===== src/rtl/mac_pe.sv =====
// mac_pe -- pipelined multiply-accumulate processing element.
//
// Accepts operand pairs over a valid/ready handshake, multiplies them and
// accumulates the products. The beat flagged in_last closes the vector: the
// dot product, its beat count and a sticky overflow flag are loaded into the
// output register, and the accumulator restarts from zero on the same edge.
//
// Pipeline: S1 operand regs -> S2 product reg -> S3 accumulate / output load.
// A downstream stall (out_valid && !out_ready) freezes every stage.
//
// Ports:
//   clk, rst            clock (rising), async active-high reset
//   in_valid/in_ready   operand beat handshake
//   in_a, in_b          operands (DATA_W)
//   in_last             final beat of the current vector
//   out_valid/out_ready result handshake
//   out_data            accumulated dot product (ACC_W)
//   out_len             beats in the vector, saturating (LEN_W)
//   out_ovf             overflow seen on any step of the vector
//   busy                beat in flight or partial vector held
module mac_pe #(
  parameter int DATA_W = 16,
  parameter int ACC_W  = 40,
  parameter int SIGNED = 1,
  parameter int SAT    = 1,
  parameter int LEN_W  = 8
) (
  input  logic              clk,
  input  logic              rst,
  input  logic              in_valid,
  output logic              in_ready,
  input  logic [DATA_W-1:0] in_a,
  input  logic [DATA_W-1:0] in_b,
  input  logic              in_last,
  output logic              out_valid,
  input  logic              out_ready,
  output logic [ACC_W-1:0]  out_data,
  output logic [LEN_W-1:0]  out_len,
  output logic              out_ovf,
  output logic              busy
);

  localparam int PW = 2 * DATA_W;

  logic              w_stall;
  logic              w_vld0;
  logic [2:1]        r_vld_pipe;
  logic [2:1]        r_last_pipe;
  logic [DATA_W-1:0] r_a, r_b;
  logic [PW-1:0]     r_prod;
  logic [PW-1:0]     w_a_ext, w_b_ext, w_prod;
  logic [ACC_W-1:0]  w_ext;
  logic [ACC_W:0]    w_sum;
  logic              w_ovf;
  logic [ACC_W-1:0]  w_sat_val;
  logic [ACC_W-1:0]  w_acc_nxt;
  logic [ACC_W-1:0]  r_acc;
  logic [LEN_W-1:0]  r_cnt, w_cnt_nxt;
  logic              r_ovf;
  logic              r_out_valid;
  logic [ACC_W-1:0]  r_out_data;
  logic [LEN_W-1:0]  r_out_len;
  logic              r_out_ovf;

  assign w_stall  = r_out_valid & ~out_ready;
  assign in_ready = ~w_stall;
  assign w_vld0   = in_valid & in_ready;

  // Operands are widened to the product width first so the multiply is
  // exact in PW bits for both signed and unsigned interpretations.
  generate
    if (SIGNED != 0) begin : g_signed
      assign w_a_ext = PW'($signed(r_a));
      assign w_b_ext = PW'($signed(r_b));
      assign w_ext   = ACC_W'($signed(r_prod));
    end else begin : g_unsigned
      assign w_a_ext = PW'(r_a);
      assign w_b_ext = PW'(r_b);
      assign w_ext   = ACC_W'(r_prod);
    end
  endgenerate

  assign w_prod = w_a_ext * w_b_ext;
  assign w_sum  = {1'b0, r_acc} + {1'b0, w_ext};

  // Signed overflow: both addends share a sign that the sum does not.
  assign w_ovf = (SIGNED != 0)
               ? ((r_acc[ACC_W-1] == w_ext[ACC_W-1]) && (w_sum[ACC_W-1] != r_acc[ACC_W-1]))
               : w_sum[ACC_W];

  // A signed overflow direction follows the (shared) addend sign; unsigned
  // addition can only overflow upwards.
  assign w_sat_val = (SIGNED != 0)
                   ? (r_acc[ACC_W-1] ? {1'b1, {(ACC_W-1){1'b0}}} : {1'b0, {(ACC_W-1){1'b1}}})
                   : {ACC_W{1'b1}};

  assign w_acc_nxt = (w_ovf && (SAT != 0)) ? w_sat_val : w_sum[ACC_W-1:0];
  assign w_cnt_nxt = (&r_cnt) ? r_cnt : r_cnt + LEN_W'(1);

  always_ff @(posedge clk or posedge rst) begin
    if (rst) begin
      r_vld_pipe  <= '0;
      r_last_pipe <= '0;
      r_a         <= '0;
      r_b         <= '0;
      r_prod      <= '0;
      r_acc       <= '0;
      r_cnt       <= '0;
      r_ovf       <= 1'b0;
      r_out_valid <= 1'b0;
      r_out_data  <= '0;
      r_out_len   <= '0;
      r_out_ovf   <= 1'b0;
    end else if (!w_stall) begin
      r_vld_pipe  <= {r_vld_pipe[1], w_vld0};
      r_last_pipe <= {r_last_pipe[1], in_last};
      if (w_vld0) begin
        r_a <= in_a;
        r_b <= in_b;
      end
      r_prod <= w_prod;

      // Not stalled means the current result (if any) is being taken.
      r_out_valid <= 1'b0;
      if (r_vld_pipe[2]) begin
        if (r_last_pipe[2]) begin
          r_out_valid <= 1'b1;
          r_out_data  <= w_acc_nxt;
          r_out_len   <= w_cnt_nxt;
          r_out_ovf   <= r_ovf | w_ovf;
          r_acc       <= '0;
          r_cnt       <= '0;
          r_ovf       <= 1'b0;
        end else begin
          r_acc <= w_acc_nxt;
          r_cnt <= w_cnt_nxt;
          r_ovf <= r_ovf | w_ovf;
        end
      end
    end
  end

  assign out_valid = r_out_valid;
  assign out_data  = r_out_data;
  assign out_len   = r_out_len;
  assign out_ovf   = r_out_ovf;

  // The counter only returns to zero when a vector closes, so a non-zero
  // count marks a partial vector held in the accumulator.
  assign busy = (|r_vld_pipe) | (|r_cnt);

endmodule

===== config.mk =====
export PLATFORM = sky130hd
export DESIGN_NAME = mac_pe
export DESIGN_NICKNAME = d
export VERILOG_FILES = /design/src/rtl/mac_pe.sv
export SDC_FILE = /design/constraint.sdc
export NUM_CORES = 1
export LEC_CHECK = 0
export ABC_AREA = 0
export CORE_ASPECT_RATIO = 1.75
export CORE_MARGIN = 1.5
export CORE_UTILIZATION = 40
export CTS_CLUSTER_DIAMETER = 80
export CTS_CLUSTER_SIZE = 30
export DETAILED_ROUTE_END_ITERATION = 8
export GPL_ROUTABILITY_DRIVEN = 0
export PLACE_DENSITY_LB_ADDON = 0.15
export REMOVE_ABC_BUFFERS = 1
export SETUP_SLACK_MARGIN = 0.4
export SLEW_MARGIN = 20
export SYNTH_ARGS = -nofsm -noshare
export SYNTH_HDL_FRONTEND = slang
export SYNTH_SLANG_ARGS = --single-unit

===== constraint.sdc =====
create_clock -name clk -period 7.38 [get_ports clk]
set_clock_uncertainty 0.15 [all_clocks]
set_input_delay 1.845 -clock clk [delete_from_list [all_inputs] [get_ports clk]]
set_output_delay 1.845 -clock clk [all_outputs]
set_load 0.01 [all_outputs]

==> flow_summary.yaml, run 1 <==
detailed_routing:
  via_count: 13668
  via_per_inst: 5.15
  firstDrtPassIters: 5
  drt_wl_total_mm: 48.1
  ant_nets: 0
  wl_per_cell_um: 18.1
  drt_iter0_markers: 523
  drc: 0
sta:
  fmax_mhz: 148
  tns_ps: 0
  setup_violations: 0
  hold_viol: 0
  period_needed_ps: 6740
  finalCritPeriodShare_pct: 91.3
  slew_headroom_pct: 46.3
  tightest_slew_ps: 805
  rsz0062_at_grt: "false"
  finalMaxSlewViolations: 0
  setup_ws_ps: 640
place:
  dpl-instance-area_sq_mm: 0.0200
  pre_cts_slack_ps: 51.6
  portBuffers: 88
  hpwl_mm: 39.2
clocking:
  cts.clk_slew.worst_paths_ps: 70
  cts_buffers: 17
  ctsLongestPathBuffers: 2
  cts.sinks: 167
  cts_tree: "done"
  ctsHtreeMaxLevel: 4
  worstSkewPairLatency_ps: 460
  root_buffer: "clkbuf_16"
  holdBufCountCts: 0
synthesis:
  syn_inst: 1996
  avgSynthCellArea_sq_um: 9.27
  synthTopCellsByArea: "fa_1 (28%), dfrtp_1 (23%), ha_1 (8.3%)"
  yosys_warnings: 0
  synth_top_cell_by_area: "fa_1"
  seq_area_frac_synth_pct: 22.6
  netlist.area_leader.share_pct: 28.4
  ys.flop_type: "dfrtp_1"
  ys_ff_latch: 167
  syn_area_sq_mm: 0.0185
  synth_edf_count: 0
  async_flop_share_pct: 100
  netlist-cell-type-count: 68
run_status:
  status: "finished clean"
cells_and_area:
  final_area_sq_mm: 0.0207
  syn2layout_area_growth_pct: 11.6
  fin_nets: 2481
  mostFrequentLayoutCells: "inv_1 (313), nand2_1 (282), fa_1 (262)"
  final_layout_size_suffix_gt1_share_pct: 6.86
  final_common_cell: "inv_1"
  diodes: 0
floorplanning:
  initial_core_util_pct: 40.4
  fp.coreArea_sq_mm: 0.0458
  dieArea_sq_mm: 0.0476
  fp.dieH_um: 288
  die_w_um: 166
  num_io_pins: 89
  rows: 104
critical_path:
  slowest_delay_ps: 640
  end_kind: "flop"
  critical_path_class: "flop to flop"
  critPathMaxFanout: 10
  cp_slowest_cell: "dfrtp_1"
  cp.required_ps: 7550
  crit_top_cell: "fa_1"
  start_kind: "flop"
  critPathArrivalTime_ps: 6910
  worstPathCellList: "buf_4, nand2_1, fa_1, inv_1, fa_1, fa_1, fa_1, fa_1, inv_1, fa_1, inv_1, ha_1, nand3_1, nor3_4, o2111ai_2, nand3_1, and4_1, nor3_1, o31ai_1, xnor2_1, o21ai_0"
global_route:
  grtUsageTotal_pct: 20.9
  grt_first_pass_wirelength_mm: 78.4
  grt_pass1_vias: 14817
  grt_antenna_before_repair: 0
  gr-total-overflow: 0
  grt_max_degree: 81
run:
  cap_viol_max_count: 0
hold_path:
  min_path_type: "flop to flop"
-- sequential cells by signal, summed over array words and instances, names as in the netlist, 8 cells and up --
name / cells
r_a: 16
out_len: 8
r_acc: 40
r_b: 16
r_prod: 32
out_data: 40
r_cnt: 8
-- kinds of logic (layout without fill, tap and decap cells) --
family	count (synthesis)	after routing	share of synthesized area (%)
simple gates	607	607	15.4
buf+inv	389	464	8.13
fa+ha+maj	386	386	36.8
compound gates	346	346	11.9
flops	167	167	22.6
xor+xnor	67	67	3.17
mux	34	34	2.06
-- worst paths after layout --
check / startpoint / to / slack [ps] / depth (start not counted)
setup / recovery: r_a[8] / r_prod[31] / 640 / 21
hold / removal: out_len[6] / out_len[6] / 330 / 2
setup reg to reg: r_a[8] / r_prod[31] / 640 / 21
hold reg to reg: out_len[6] / out_len[6] / 330 / 2
max in group asynchronous: rst / r_prod[24] / 4160 / 3
min in group asynchronous: rst / r_acc[29] / 1730 / 2
-- critical path, delay by kind of cell (launching register included) --
kind,cells,cell delay (ps)
adders and majority gates,7,3330
and+or+nand+nor,6,1280
xor gates and xnor gates,1,150
buffers and inverters,4,420
AOI/OAI and AO/OA,3,620
DFF,1,640
-- synthesized netlist by cell type (39+ instances only) --
library cell / number
ha_1: 123
a21oi_1: 83
nand2_1: 284
inv_1: 314
fa_1: 263
dfrtp_1: 167
o21ai_1: 39
clkbuf_1: 60
xnor2_1: 49
nor2_1: 94
and2_1: 120
o21ai_0: 83
-- cell type report --
cell class / instances / area, sq um
clock inverter: 14 / 135
multi-input combinational: 1440 / 12900
fill: 4543 / 25200
timing repair buffer: 118 / 1110
inverter: 314 / 1180
tap: 583 / 729
clock buffer: 18 / 439
sequential: 167 / 4190
-- metrics by stage --
| stage | util (%) | hold slack [ps] | std cells |
|---|---|---|---|
| floorplan | - | 289 | 1921 |
| global placement | 43.7 | 303 | 2622 |
| detailed placement | 43.8 | 315 | 2622 |
| CTS | 45.0 | 332 | 2654 |
| global route | 45.1 | 359 | 2654 |
| finish | 45.1 | 329 | 2654 |
-- routing by layer --
metal | global-route usage, % | up-vias | share of wire (%)
li1 | - | 6496 | -
met1 | 23.1 | 6880 | 40
met2 | 41.5 | 232 | 55
met3 | 2.28 | 60 | 2.5
met4 | 5.92 | 0 | 2.1
met5 | 0 | - | 0
-- timing repair --
action | CTS | global route
endpoints found under the setup margin | 4 | 5
resized for setup | 2 | 13
setup buffers | 0 | 0
endpoints found under the hold margin | 0 | 0
pin swaps | 0 | 1
Power of run 1 is left out: the tool's default activity adds up to more than one toggle a clock period on the data nets, which glitch-free logic cannot reach.
==> run 2, diff against run 1 <==
SKIP_CTS_REPAIR_TIMING = 1   (was unset)
==> run 2 against run 1 <==
Against the previous run: design area hardly changed; routed wire length barely moved; setup slack worse by 27 ps; global-route usage hardly changed; largest cell class unchanged; maximum frequency decreased by 0.40%; worst hold slack about the same; non-clock buffer count did not move; critical path depth did not move.
==> flow_summary.yaml, run 2 (same netlist as run 1, synthesis figures left out) <==
detailed_routing:
  drc: 0
  wl_per_cell_um: 18.1
  firstDrtPassIters: 6
  ant_nets: 0
  via_count: 13673
  drt_wl_total_mm: 48.1
  drt_iter0_markers: 505
  via_per_inst: 5.15
critical_path:
  start_kind: "flop"
  slowest_delay_ps: 650
  end_kind: "flop"
  worstPathCellList: "buf_4, nand2_1, fa_1, inv_1, fa_1, fa_1, fa_1, fa_1, inv_1, fa_1, inv_1, ha_1, nand3_1, nor3_4, o2111ai_1, nand3_1, and4_1, nor3_1, o31ai_1, xnor2_1, o21ai_0"
  cp_slowest_cell: "dfrtp_1"
  cp.required_ps: 7550
  crit_top_cell: "fa_1"
  critPathArrivalTime_ps: 6940
  cpLargestDelayFamily: "adder cells"
  critical_path_class: "flop to flop"
  critPathMaxFanout: 10
  cp_num_buf_inv: 4
clocking:
  cts.sinks: 167
  ctsHtreeMaxLevel: 4
  cts_tree: "done"
  cts_buffers: 17
  cts.clk_slew.worst_paths_ps: 70
  ctsLongestPathBuffers: 2
  worstSkewPairLatency_ps: 460
  root_buffer: "clkbuf_16"
sta:
  setup_ws_ps: 613
  rsz0062_at_grt: "false"
  tightest_slew_ps: 806
  period_needed_ps: 6770
  finalMaxSlewViolations: 0
  fmax_mhz: 148
  slew_headroom_pct: 46.2
  finalCritPeriodShare_pct: 91.7
  tns_ps: 0
  setup_violations: 0
  hold_viol: 0
cells_and_area:
  fin_nets: 2481
  syn2layout_area_growth_pct: 11.5
  final_layout_size_suffix_gt1_share_pct: 6.90
  multi_input_area_sq_mm: 0.0129
  final_area_sq_mm: 0.0206
  final_common_cell: "inv_1"
  mostFrequentLayoutCells: "inv_1 (313), nand2_1 (282), fa_1 (262)"
  regArea_sq_mm: 0.00420
  fin_cells: 2654
  fillers: 4544
  diodes: 0
place:
  dpl.cell_count: 2622
  pre_cts_slack_ps: 51.6
  dpl-instance-area_sq_mm: 0.0200
  portBuffers: 88
  hpwl_mm: 39.2
global_route:
  grt_antenna_before_repair: 0
  gr-total-overflow: 0
  grt_pass1_vias: 14800
  grt_max_degree: 81
  grt_first_pass_wirelength_mm: 78.4
  grtUsageTotal_pct: 20.9
run_status:
  status: "finished clean"
hold_path:
  min_path_type: "flop to flop"
floorplanning:
  rows: 104
  fp.dieH_um: 288
  num_io_pins: 89
  initial_core_util_pct: 40.4
  fp.coreArea_sq_mm: 0.0458
  die_w_um: 166
  dieArea_sq_mm: 0.0476
run:
  cap_viol_max_count: 0
## run 2: cell counts in the layout (fill, tap and decap cells not counted)
No cell type changed its count.
## run 2: final cells by class
class                      count  share of cell area, %
multi-input combinational   1440                   62.3
sequential                   167                   20.3
inverter                     314                   5.73
timing repair buffer         118                   5.36
tap                          583                   3.53
clock buffer                  18                   2.13
clock inverter                14                  0.654
## run 2: path summary, 6_finish.rpt
check	slack, ps	to	depth (start not counted)	startpoint
min	330	out_len[6]	2	out_len[6]
max reg2reg	610	r_prod[31]	21	r_b[11]
min reg2reg	330	out_len[6]	2	out_len[6]
min in group asynchronous	1730	r_acc[29]	2	rst
max in group asynchronous	4160	r_prod[24]	3	rst
max	610	r_prod[31]	21	r_b[11]
## run 2: layer usage
metal	up-vias	GRT usage, %	wire [um]
met2	235	41.4	26700
met3	58	2.17	1180
li1	6497	-	-
met4	0	5.95	1000
met5	-	0	0
met1	6883	23.2	19200
## run 2: worst register-to-register path, stage by stage (launching register included)
cell and delay, ps:
dfrtp_1 650, buf_4 290, nand2_1 100, fa_1 510
inv_1 60, fa_1 560, fa_1 450, fa_1 460
fa_1 490, inv_1 50, fa_1 470, inv_1 40
ha_1 360, nand3_1 210, nor3_4 350, o2111ai_1 280
nand3_1 230, and4_1 260, nor3_1 100, o31ai_1 300
xnor2_1 150, o21ai_0 90
## run 2: per-stage QoR
step | hold WS, ps | utilization, %
finish | 329 | 45.1
global route | 359 | 45.1
floorplan | 289 | -
global placement | 303 | 43.7
detailed placement | 315 | 43.8
CTS | 332 | 45.0
Power of run 2 is left out for the same reason.
==> run 3, diff against run 2 <==
GPL_TIMING_DRIVEN = 0   (was unset)
==> run 3 against run 2 <==
Against the previous run: register-to-register slack got worse by 30 ps; die area stayed put; maximum frequency decreased by 0.39%; worst hold slack got worse by 10 ps; cell count down 0.60%; via count is 0.19% higher; design area is 0.48% higher; routed wire length fell by 2.2%; sequential share of layout area hardly changed; core utilization grew 0.22 points; setup slack worse by 26 ps.
==> flow_summary.yaml, run 3 (same netlist as run 1, synthesis figures left out) <==
critical_path:
  cp_slowest_cell: "fa_2"
  slowest_delay_ps: 610
  cpLargestDelayFamily: "adder cells"
  critical_path_class: "flop to flop"
  path_depth: 21
  critPathMaxFanout: 17
  end_kind: "flop"
  worstPathCellList: "nand2_1, inv_1, fa_2, buf_12, fa_2, inv_1, fa_1, fa_1, fa_1, fa_1, inv_1, ha_1, inv_1, nor3_2, o2111ai_1, nand3_2, and4_1, nor3_2, o31ai_1, xnor2_1, o21ai_0"
  cp_num_buf_inv: 5
  critPathArrivalTime_ps: 6970
  ff2ff_path_depth: 21
  cp.required_ps: 7560
  start_kind: "flop"
detailed_routing:
  ant_nets: 0
  drt_wl_total_mm: 47.1
  via_per_inst: 5.19
  firstDrtPassIters: 6
  wl_per_cell_um: 17.8
  drc: 0
  drt_iter0_markers: 534
  via_count: 13699
sta:
  setup_ws_ps: 587
  slew_headroom_pct: 49.1
  period_needed_ps: 6790
  hold_viol: 0
  fmax_mhz: 147
  finalCritPeriodShare_pct: 92.0
  tightest_slew_ps: 762
  setup_violations: 0
  finalMaxSlewViolations: 0
  holdWs_ps: 318
  rsz0062_at_grt: "false"
cells_and_area:
  final_layout_size_suffix_gt1_share_pct: 7.30
  diodes: 0
  syn2layout_area_growth_pct: 12.1
  fin_nets: 2467
  final_area_sq_mm: 0.0207
  fin_cells: 2638
  mostFrequentLayoutCells: "inv_1 (311), nand2_1 (280), fa_1 (261)"
  final_common_cell: "inv_1"
global_route:
  grtUsageTotal_pct: 20.7
  grt_max_degree: 87
  use_met3_pct: 2.61
  grtUsageMet2_pct: 40.7
  met1_usage_pct: 22.6
  grt_antenna_before_repair: 0
  grt_first_pass_wirelength_mm: 78.2
  grt_pass1_vias: 15070
  grt-busiest-layer: "met2"
  gr-total-overflow: 0
floorplanning:
  dieArea_sq_mm: 0.0476
  rows: 104
  fp.dieH_um: 288
  die_w_um: 166
  num_io_pins: 89
  fp.coreArea_sq_mm: 0.0458
  initial_core_util_pct: 40.4
place:
  dpl-instance-area_sq_mm: 0.0199
  pre_cts_slack_ps: -377
  dpl.cell_count: 2597
  hpwl_mm: 36.7
  portBuffers: 88
clocking:
  cts_buffers: 17
  cts.sinks: 167
  worstSkewPairLatency_ps: 460
  root_buffer: "clkbuf_16"
  cts.clk_slew.worst_paths_ps: 70
  cts_tree: "done"
  ctsLongestPathBuffers: 2
  ctsHtreeMaxLevel: 4
hold_path:
  min_path_type: "flop to flop"
  hold_depth: 2
run:
  cap_viol_max_count: 0
run_status:
  status: "finished clean"
## run 3: cell count changes in the layout (fill, tap and decap cells not counted), sizes merged
| cell | before | now |
|---|---|---|
| buf | 30 | 16 |
| bufinv | 0 | 4 |
| clkinv | 4 | 1 |
| inv | 321 | 318 |
## run 3: cell type report
cell class	instances	area (sq um)
Clock buffer	18	439
Clock inverter	12	190
Inverter	314	1190
Multi-Input combinational cell	1440	12900
Fill cell	4496	25100
Sequential cell	167	4220
Timing Repair Buffer	104	1090
Tap cell	583	729
## run 3: path summary, 6_finish.rpt
path | slack [ps] | to | startpoint
max | 590 | r_prod[31] | r_a[15]
min in group asynchronous | 1730 | r_b[11] | rst
min reg2reg | 320 | r_last_pipe[1] | r_last_pipe[1]
max reg2reg | 590 | r_prod[31] | r_a[15]
max in group asynchronous | 4510 | out_data[8] | rst
min | 320 | r_last_pipe[1] | r_last_pipe[1]
## run 3: metrics by stage
stage | utilization, % | TNS (ps)
floorplan | - | 0
global placement | 43.2 | -504990
detailed placement | 43.6 | -989
CTS | 44.9 | -1150
global route | 45.3 | 0
finish | 45.3 | 0
## run 3: worst reg2reg max path: stages, from the launching register on
cell,delay (ps)
dfrtp_4,580
nand2_1,140
inv_1,100
fa_2,570
buf_12,180
fa_2,610
inv_1,80
fa_1,480
fa_1,570
fa_1,430
fa_1,490
inv_1,40
ha_1,380
inv_1,80
nor3_2,420
o2111ai_1,290
nand3_2,210
and4_1,280
nor3_2,80
o31ai_1,290
xnor2_1,140
o21ai_0,80
## run 3: routing by layer
| layer | up-vias | wire, um |
|---|---|---|
| met5 | - | 0 |
| met4 | 0 | 1380 |
| met2 | 289 | 25900 |
| li1 | 6466 | - |
| met3 | 73 | 1390 |
| met1 | 6871 | 18400 |
Power of run 3 is left out for the same reason.
